--- src/rtl/dpll_pkg.sv ---
// dpll_pkg
// Shared constants and types for the ring-oscillator trim control loop.
//   DPLL_CNT_W     : width of the period counter / captured count
//   DPLL_TRIM_BITS : number of thermometer trim lines
//   DPLL_TRIM_INIT : trim value loaded at reset
//   DPLL_TOL       : accepted error window (+/- oscillator cycles)
//   DPLL_LOCK_CNT  : consecutive in-window results required for lock
//   cmp_t          : classification of one captured period against div
package dpll_pkg;

    localparam int DPLL_CNT_W     = 8;
    localparam int DPLL_TRIM_BITS = 26;
    localparam int DPLL_TRIM_INIT = 13;
    localparam int DPLL_TOL       = 1;
    localparam int DPLL_LOCK_CNT  = 4;

    typedef enum logic [1:0] {
        CMP_SLOW = 2'd0,   // too few cycles per ref period: speed up (tval-1)
        CMP_OK   = 2'd1,   // inside the +/-TOL window
        CMP_FAST = 2'd2    // too many cycles per ref period: slow down (tval+1)
    } cmp_t;

endpackage

--- src/rtl/dpll_ref_sync.sv ---
// dpll_ref_sync
// Brings the slow asynchronous reference into the oscillator domain and
// produces a single-cycle pulse per reference rising edge.
//   clock    : oscillator clock (rising edge)
//   reset    : asynchronous active-high reset, clears the chain to 0
//   ref_clk  : asynchronous reference input
//   ref_edge : one-cycle pulse, 2-3 clocks after a ref_clk rising edge
module dpll_ref_sync (
    input  logic clock,
    input  logic reset,
    input  logic ref_clk,
    output logic ref_edge
);

    logic s1_q, s2_q, s3_q;
    logic s1_d, s2_d, s3_d;

    always_comb begin
        s1_d = ref_clk;
        s2_d = s1_q;
        s3_d = s2_q;
    end

    always_ff @(posedge clock or posedge reset) begin
        if (reset) begin
            s1_q <= 1'b0;
            s2_q <= 1'b0;
            s3_q <= 1'b0;
        end else begin
            s1_q <= s1_d;
            s2_q <= s2_d;
            s3_q <= s3_d;
        end
    end

    // s1 is the metastability-catching stage; the edge is taken one stage later.
    assign ref_edge = s2_q & ~s3_q;

endmodule

--- src/rtl/dpll_trim_ctrl.sv ---
// dpll_trim_ctrl
// Counts oscillator cycles per reference period and nudges a thermometer trim
// code by one step per period until the count sits within +/-TOL of div.
//   clock      : oscillator clock, all state on its rising edge
//   reset      : asynchronous active-high reset
//   ref_clk    : slow external reference, asynchronous to clock
//   enable     : loop enable (level)
//   div        : target oscillator cycles per reference period
//   trim       : thermometer code, trim[i]=1 when i<tval (more ones = slower)
//   count_last : last captured period count
//   locked     : LOCK_CNT consecutive in-window results seen
module dpll_trim_ctrl
    import dpll_pkg::*;
#(
    parameter int CNT_W     = DPLL_CNT_W,
    parameter int TRIM_BITS = DPLL_TRIM_BITS,
    parameter int TRIM_INIT = DPLL_TRIM_INIT,
    parameter int TOL       = DPLL_TOL,
    parameter int LOCK_CNT  = DPLL_LOCK_CNT
) (
    input  logic                 clock,
    input  logic                 reset,
    input  logic                 ref_clk,
    input  logic                 enable,
    input  logic [CNT_W-1:0]     div,
    output logic [TRIM_BITS-1:0] trim,
    output logic [CNT_W-1:0]     count_last,
    output logic                 locked
);

    localparam int TV_W = $clog2(TRIM_BITS + 1);
    localparam int LC_W = $clog2(LOCK_CNT + 1);

    localparam logic [CNT_W-1:0] CNT_MAX = '1;
    localparam logic [CNT_W:0]   TOL_W   = (CNT_W + 1)'(TOL);
    localparam logic [TV_W-1:0]  TV_MAX  = TV_W'(TRIM_BITS);
    localparam logic [TV_W-1:0]  TV_INIT = TV_W'(TRIM_INIT);
    localparam logic [LC_W-1:0]  LC_MAX  = LC_W'(LOCK_CNT);

    logic                ref_edge;
    logic [CNT_W-1:0]    cnt_q, cnt_d;
    logic [CNT_W-1:0]    count_last_q, count_last_d;
    logic                valid_q, valid_d;
    logic                pend_q, pend_d;
    logic [TV_W-1:0]     tval_q, tval_d;
    logic [LC_W-1:0]     lockcnt_q, lockcnt_d;
    logic                locked_q, locked_d;
    logic [CNT_W:0]      cl_ext, div_ext;
    cmp_t                cmp;

    dpll_ref_sync u_ref_sync (
        .clock    (clock),
        .reset    (reset),
        .ref_clk  (ref_clk),
        .ref_edge (ref_edge)
    );

    // One extra bit so div+TOL and count_last+TOL never wrap. A saturated
    // counter means the true period is unknown but long: classify as fast.
    always_comb begin
        cl_ext  = {1'b0, count_last_q};
        div_ext = {1'b0, div};
        cmp     = CMP_OK;
        if ((count_last_q == CNT_MAX) || (cl_ext > div_ext + TOL_W)) begin
            cmp = CMP_FAST;
        end else if (cl_ext + TOL_W < div_ext) begin
            cmp = CMP_SLOW;
        end
    end

    always_comb begin
        cnt_d        = cnt_q;
        count_last_d = count_last_q;
        valid_d      = valid_q;
        pend_d       = 1'b0;
        tval_d       = tval_q;
        lockcnt_d    = lockcnt_q;
        locked_d     = locked_q;

        if (!enable) begin
            // Disabled wins over a coincident edge or pending compare; the trim
            // and last count are kept so the loop resumes from where it was.
            cnt_d     = '0;
            valid_d   = 1'b0;
            lockcnt_d = '0;
            locked_d  = 1'b0;
        end else begin
            if (ref_edge) begin
                count_last_d = cnt_q;
                cnt_d        = CNT_W'(1);
                valid_d      = 1'b1;
            end else if (cnt_q != CNT_MAX) begin
                cnt_d = cnt_q + CNT_W'(1);
            end

            // The first edge after reset/enable only arms valid: the count it
            // captures does not span a full reference period.
            pend_d = ref_edge & valid_q;

            if (pend_q) begin
                unique case (cmp)
                    CMP_FAST: begin
                        if (tval_q != TV_MAX) tval_d = tval_q + TV_W'(1);
                        lockcnt_d = '0;
                    end
                    CMP_SLOW: begin
                        if (tval_q != '0) tval_d = tval_q - TV_W'(1);
                        lockcnt_d = '0;
                    end
                    default: begin
                        if (lockcnt_q != LC_MAX) lockcnt_d = lockcnt_q + LC_W'(1);
                    end
                endcase
                locked_d = (lockcnt_d == LC_MAX);
            end
        end
    end

    always_ff @(posedge clock or posedge reset) begin
        if (reset) begin
            cnt_q        <= '0;
            count_last_q <= '0;
            valid_q      <= 1'b0;
            pend_q       <= 1'b0;
            tval_q       <= TV_INIT;
            lockcnt_q    <= '0;
            locked_q     <= 1'b0;
        end else begin
            cnt_q        <= cnt_d;
            count_last_q <= count_last_d;
            valid_q      <= valid_d;
            pend_q       <= pend_d;
            tval_q       <= tval_d;
            lockcnt_q    <= lockcnt_d;
            locked_q     <= locked_d;
        end
    end

    for (genvar gi = 0; gi < TRIM_BITS; gi++) begin : g_trim
        assign trim[gi] = (tval_q > TV_W'(gi));
    end

    assign count_last = count_last_q;
    assign locked     = locked_q;

endmodule
--- config.mk ---
export PLATFORM = sky130hd
export DESIGN_NAME = dpll_trim_ctrl
export DESIGN_NICKNAME = d
export VERILOG_FILES = /design/src/rtl/dpll_pkg.sv /design/src/rtl/dpll_ref_sync.sv /design/src/rtl/dpll_trim_ctrl.sv
export SDC_FILE = /design/constraint.sdc
export NUM_CORES = 1
export LEC_CHECK = 0
export CAP_MARGIN = 20
export CORE_ASPECT_RATIO = 1.1
export CORE_MARGIN = 3
export CORE_UTILIZATION = 56
export DETAILED_ROUTE_END_ITERATION = 16
export PLACE_DENSITY_LB_ADDON = 0.2
export SYNTH_ARGS = -nofsm -noshare
export SYNTH_HDL_FRONTEND = slang
export SYNTH_SLANG_ARGS = --single-unit
--- constraint.sdc ---
create_clock -name clock -period 5.1 [get_ports clock]
set_input_delay 0.765 -clock clock [delete_from_list [all_inputs] [get_ports clock]]
set_output_delay 0.765 -clock clock [all_outputs]
set_load 0.005 [all_outputs]
==> impl_metrics.py, run 1 <==
metrics = {
    "outcome": {
        "outcome": "completed",
    },
    "synthesis": {
        "syn-num-nets": 307,
        "synth-main-ff-cell": "dfrtp_1",
        "yosysSeqAreaShare": 0.323,
        "synth_edf_count": 0,
        "async_flop_share": 1.00,
        "yosys.cell_types.count": 47,
        "avgSynthCellArea_um2": 8.71,
        "synth_cells": 268,
        "synth_seq_cells": 30,
        "syn-cell-area_um2": 2330,
        "synth_warnings": 0,
    },
    "route": {
        "routedWlPerCell_um": 13.9,
        "dr.pass1.iters": 4,
        "vias_per_cell": 5.61,
        "ant_nets": 0,
        "drtIter0Drc": 100,
        "drc": 0,
        "routed_wl_mm": 5.10,
        "num_vias": 2064,
    },
    "die": {
        "die_width_um": 67.5,
        "chipHeight_um": 73.7,
        "die_area_um2": 4980,
        "io_pins": 47,
        "row_count": 23,
        "initial_core_util": 0.610,
        "fp.coreArea_um2": 3830,
    },
    "placed_design": {
        "dp_cells": 360,
        "dpl.hpwl_mm": 3.96,
        "routabilityCongestion": 0.889,
        "numPortBuffers": 46,
    },
    "critical_path": {
        "rr_startpoint": "count_last[0]$_DFFE_PP0P_",
        "worstPathMaxFanout": 4,
        "worstSetupPathType": "in2reg",
        "reg2reg_slack_ps": 2440,
        "start_kind": "input pin",
        "cp-startpoint": "div[2]",
        "end_kind": "flip-flop",
        "worstPathArrival_ps": 3500,
        "worstPathRequired_ps": 5300,
    },
    "layout": {
        "num_antenna_cells": 0,
        "fin_cells": 368,
        "drive_gt1_frac": 0.0849,
        "num-fill-cells": 309,
        "nNetsFinal": 356,
        "syn2layout_area_growth_pct": 26.6,
        "final_core_util": 0.772,
    },
    "cts": {
        "clk_pin_slew_ps": 70,
        "cts_buffer_depth": 2,
        "cts_repair_resize_count": 0,
        "cts_tree": "done",
        "clock-sinks": 30,
        "root_buffer": "clkbuf_8",
        "cts_buffers": 5,
        "clkLatencyLatePin_ps": 280,
        "post_cts_buffers": 0,
        "htree_levels": 2,
        "cts_hold_buf": 0,
    },
    "timing": {
        "finalWorstPathRequiredPeriod_ps": 3310,
        "tns_ps": 0,
        "holdWs_ps": 352,
        "tightest_slew_ps": 525,
        "fmax_mhz": 302,
        "fin_crit_sh": 0.649,
        "timing.slew.headroom": 0.648,
        "skew_ps": 8.82,
        "hold_viol_final": 0,
        "slew_viol_final": 0,
        "rsz0062_at_grt": "no",
        "setup_violations": 0,
    },
    "global_route": {
        "grt_remaining_overflow": 0,
        "grt_pass1_vias": 1956,
        "grt_pass1_wl_mm": 8.74,
        "grt_max_degree": 31,
        "antenna_found_initial": 0,
        "track_usage": 0.228,
    },
    "pwr": {
        "powerDensity_nw_per_um2": 232,
        "ir_drop_mv": 0.177,
        "p_leak_uw": 0.00131,
    },
    "min_path": {
        "hold_path_class": "reg2reg",
        "min-delay-start": "u_ref_sync.s1_q$_DFF_PP0_",
    },
    "job": {
        "max-cap-violations": 0,
    },
}
[power by group]
part | internal [uW] | leakage [uW] | switching [uW]
combinational | 76.5 | 0.000867 | 90.5
sequential | 255 | 0.000386 | 27.1
clock | 146 | 0.0000514 | 90.1
total | 477 | 0.00131 | 208
[layout make-up]
class,count,area (um^2),share of cell area
Clock inverter,2,37.5,0.0127
Tap cell,50,62.6,0.0212
Inverter,19,71.3,0.0241
Sequential cell,30,754,0.255
Multi-Input combinational cell,214,1490,0.504
Clock buffer,6,72.6,0.0246
Timing Repair Buffer,47,468,0.158
[final timing paths]
| check | to | cells after the start |
|---|---|---|
| hold reg to reg | u_ref_sync.s2_q$_DFF_PP0_ | 0 |
| setup reg to reg | tval_q[2]$_DFFE_PP1P_ | 11 |
| max in group asynchronous | tval_q[2]$_DFFE_PP1P_ | 3 |
| hold / removal | u_ref_sync.s2_q$_DFF_PP0_ | 0 |
| min in group asynchronous | lockcnt_q[0]$_DFFE_PP0P_ | 3 |
| setup / recovery | tval_q[4]$_DFFE_PP0P_ | 13 |
[layout by cell type, fill, tap and decap left out, types with 3 or more instances in the layout]
master,instances
nand2_1,27
xor2_1,4
dfrtp_1,27
inv_1,17
dfstp_2,3
o31ai_1,3
o21a_1,4
nor2b_1,3
nand4_1,5
ha_1,27
o21ai_0,16
clkbuf_8,5
nand3_1,12
and3_1,6
xnor2_1,16
nor3_1,10
clkdlybuf4s50_1,46
a21oi_1,14
mux2_2,7
nor2_1,25
o22ai_1,3
[routing by layer]
layer,track usage,wire (um),up-vias
met5,0,0,-
met4,0.0698,79,0
met3,0.0352,177,12
met2,0.388,2480,47
met1,0.294,2360,939
li1,-,-,1066
[logic make-up after synthesis]
family | after synthesis | synth area share
compound gates | 57 | 0.161
simple gates | 101 | 0.214
flops | 30 | 0.323
mux | 9 | 0.0424
buf+inv | 24 | 0.0386
xor+xnor | 20 | 0.0751
fa+ha+maj | 27 | 0.145
[Yosys cell counts (2+ instances only)]
| library cell | instances | area [um^2] |
|---|---|---|
| dfrtp_1 | 27 | 676 |
| ha_1 | 27 | 338 |
| nand2_1 | 27 | 101 |
| nor2_1 | 25 | 93.8 |
| inv_1 | 17 | 63.8 |
| o21ai_0 | 16 | 80.1 |
| xnor2_1 | 16 | 140 |
| a21oi_1 | 14 | 70.1 |
| nand3_1 | 12 | 60.1 |
| nor3_1 | 10 | 50.1 |
| mux2_2 | 7 | 78.8 |
| and3_1 | 6 | 37.5 |
| clkbuf_1 | 5 | 18.8 |
| nand4_1 | 5 | 31.3 |
| o21a_1 | 4 | 30.0 |
| xor2_1 | 4 | 35.0 |
| dfstp_2 | 3 | 78.8 |
| nor2b_1 | 3 | 18.8 |
| o22ai_1 | 3 | 18.8 |
| o31ai_1 | 3 | 22.5 |
| a211oi_1 | 2 | 15.0 |
| a22oi_1 | 2 | 15.0 |
| clkinv_1 | 2 | 7.51 |
| mux2i_1 | 2 | 20.0 |
| nand2b_1 | 2 | 12.5 |
| o211ai_1 | 2 | 15.0 |
| o21ai_1 | 2 | 10.0 |
[metrics by stage]
stage	worst slack, ps	area, um^2	power, uW
after floorplan	2320	2330	386
after global placement	1620	2850	446
after detailed placement	1520	2850	453
after CTS	1790	2960	692
after global routing	1550	2960	727
final	1790	2960	684
[registers in the layout, indices dropped and copies added, names as in the netlist]
register and cells:
count_last 8, cnt_q 8, tval_q 5, valid_q 1, pend_q 1, u_ref_sync.s1_q 1
lockcnt_q 3, u_ref_sync.s2_q 1, locked 1, u_ref_sync.s3_q 1
[worst max-delay path, stage by stage]
cell and delay, ps:
clkdlybuf4s50_1 520, inv_1 90, nor3_1 290, nand2_1 120
nor2_1 130, xnor2_1 80, ha_1 200, a211oi_1 230
o21ai_1 140, o211a_2 340, nor3_4 250, mux2i_1 220
o2bb2ai_1 120
Note: power is estimated with default switching activity, not from simulation.
==> inputs of run 2 (changes only) <==
Settings changed: CORE_UTILIZATION 56 to 52.
Clock period 5.1 ns to 3.25 ns, I/O delays scaled along.
==> run 2 against run 1 <==
Flip-flop and latch count unchanged. Hold slack improved by 8.3 ps. Die area increased by 7.0%. Combinational power increased by 55%. Global-route usage is 2.4 points lower. Critical path type unchanged. Critical endpoint is now tval_q[2]$_DFFE_PP1P_.
==> impl_metrics.py, run 2 (synthesized netlist as in run 1, its figures left out) <==
metrics = {
    "timing": {
        "tightest_slew_ps": 519,
        "finalWorstPathRequiredPeriod_ps": 2940,
        "slew_viol_final": 0,
        "skew_ps": 5.39,
        "tns_ps": 0,
        "hold_viol_final": 0,
        "timing.slew.headroom": 0.651,
        "rsz0062_at_grt": "no",
        "setup_violations": 0,
        "fmax_mhz": 341,
        "fin_crit_sh": 0.903,
    },
    "die": {
        "fp.coreArea_um2": 4140,
        "initial_core_util": 0.563,
        "io_pins": 47,
        "die_area_um2": 5330,
        "row_count": 24,
        "chipHeight_um": 76.3,
        "die_width_um": 69.9,
    },
    "global_route": {
        "antenna_found_initial": 0,
        "track_usage": 0.204,
        "grt.busiest_layer": "met2",
        "use_met2": 0.332,
        "grt_pass1_vias": 1952,
        "grt_remaining_overflow": 0,
        "grt_max_degree": 31,
        "grtUsageMet3": 0.0422,
        "use_met1": 0.276,
        "grt_pass1_wl_mm": 9.07,
    },
    "layout": {
        "drive_gt1_frac": 0.0906,
        "syn2layout_area_growth_pct": 26.6,
        "multi_input_area_um2": 1490,
        "regArea_um2": 754,
        "nNetsFinal": 358,
        "num-fill-cells": 350,
        "final_common_cell": "clkdlybuf4s50_1",
        "num_antenna_cells": 0,
        "fin_cells": 372,
        "layout_common_cells": "clkdlybuf4s50_1 (46), nand2_1 (27), ha_1 (27), dfrtp_1 (27), nor2_1 (25)",
    },
    "outcome": {
        "outcome": "completed",
    },
    "cts": {
        "cts_tree": "done",
        "htree_levels": 2,
        "post_cts_buffers": 0,
        "root_buffer": "clkbuf_8",
        "clock-sinks": 30,
        "clk_pin_slew_ps": 60,
        "clkLatencyLatePin_ps": 280,
        "cts_hold_buf": 0,
        "cts_repair_resize_count": 0,
        "cts_buffers": 5,
        "cts_buffer_depth": 2,
    },
    "min_path": {
        "hold_path_class": "reg2reg",
        "hold_depth": 0,
        "whs_endpoint": "u_ref_sync.s2_q$_DFF_PP0_",
        "min-delay-start": "u_ref_sync.s1_q$_DFF_PP0_",
    },
    "critical_path": {
        "start_kind": "input pin",
        "worstSetupPathType": "in2reg",
        "crit_top_cell": "ha_1",
        "worstPathRequired_ps": 3450,
        "reg2reg_slack_ps": 610,
        "rr_startpoint": "count_last[0]$_DFFE_PP0P_",
        "path_buf_inv": 1,
        "cp_slowest_stage_delay_ps": 510,
        "critPathSlowestCell": "clkdlybuf4s50_1",
        "end_kind": "flip-flop",
        "crit_chain": "clkdlybuf4s50_1 > ha_1 > nand3_2 > nor3_1 > xnor2_1 > ha_1 > a21oi_1 > o22ai_1 > o211a_2 > o31ai_1 > a22oi_1 > xor2_1",
        "rr_endpoint": "tval_q[2]$_DFFE_PP1P_",
        "worstPathMaxFanout": 4,
        "worstPathArrival_ps": 3140,
        "reg2reg_depth": 11,
        "critPathTopFamily": "compound AO/OA/AOI/OAI gates",
    },
    "route": {
        "routedWlPerCell_um": 13.7,
        "drtIter0Drc": 176,
        "dr.pass1.iters": 4,
        "vias_per_cell": 5.60,
        "ant_nets": 0,
        "drc": 0,
        "routed_wl_mm": 5.08,
        "num_vias": 2084,
    },
    "placed_design": {
        "dpl.hpwl_mm": 3.99,
        "dp_cells": 364,
        "routabilityCongestion": 0.827,
        "numPortBuffers": 46,
    },
    "pwr": {
        "p_leak_uw": 0.00131,
        "powerDensity_nw_per_um2": 341,
        "power_uw": 1010,
        "ir_drop_mv": 0.365,
    },
    "job": {
        "max-cap-violations": 0,
    },
}
==> run 2: cell count changes in the layout (fill, tap and decap cells not counted) <==
cell        previous run  this run
bufinv_16              1         0
buf_4                  1         3
clkbuf_8               5         6
clkinvlp_4             1         0
clkinv_2               0         1
==> run 2: stage by stage <==
stage | setup WS, ps | area [um^2] | hold slack [ps] | util
after global placement | 57.7 | 2860 | 335 | 0.691
after global routing | 62.4 | 2950 | 365 | 0.713
after detailed placement | 27.3 | 2860 | 349 | 0.691
after CTS | 299 | 2950 | 358 | 0.713
after floorplan | 752 | 2330 | 331 | -
final | 315 | 2950 | 360 | 0.713
==> run 2: cell type report <==
class | instances | area share
Clock buffer | 7 | 0.0292
Inverter | 19 | 0.0241
Timing Repair Buffer | 49 | 0.163
Tap cell | 52 | 0.0220
Sequential cell | 30 | 0.255
Multi-Input combinational cell | 214 | 0.504
Clock inverter | 1 | 0.00169
==> run 2: how the worst max path moves through the flow <==
stage	cells past startpoint	from	slack [ps]	to
after floorplan	12	div[2]	750	tval_q[2]$_DFFE_PP1P_
after global placement	12	div[0]	60	tval_q[2]$_DFFE_PP1P_
after detailed placement	12	div[0]	30	tval_q[4]$_DFFE_PP0P_
after CTS	12	div[0]	300	tval_q[4]$_DFFE_PP0P_
after global routing	12	div[0]	60	tval_q[4]$_DFFE_PP0P_
final	12	div[0]	310	tval_q[2]$_DFFE_PP1P_
==> run 2: per-layer routing <==
metal  wire length (um)  vias up
li1                   -     1062
met1               2390      962
met2               2400       54
met3                235        6
met4                 56        0
met5                  0        -
==> run 2: worst reg2reg max path: cells and delay by family, from the launching register on <==
family	cells	cell delay (ps)
xor gates and xnor gates	2	340
AOI/OAI and AO/OA	3	670
DFF	1	460
and+or+nand+nor	4	640
adders and majority gates	2	470
==> run 2: power by group <==
| part | internal, uW | switching (uW) |
|---|---|---|
| sequential | 400 | 41.9 |
| clock | 171 | 137 |
| combinational | 122 | 137 |
| total | 692 | 316 |
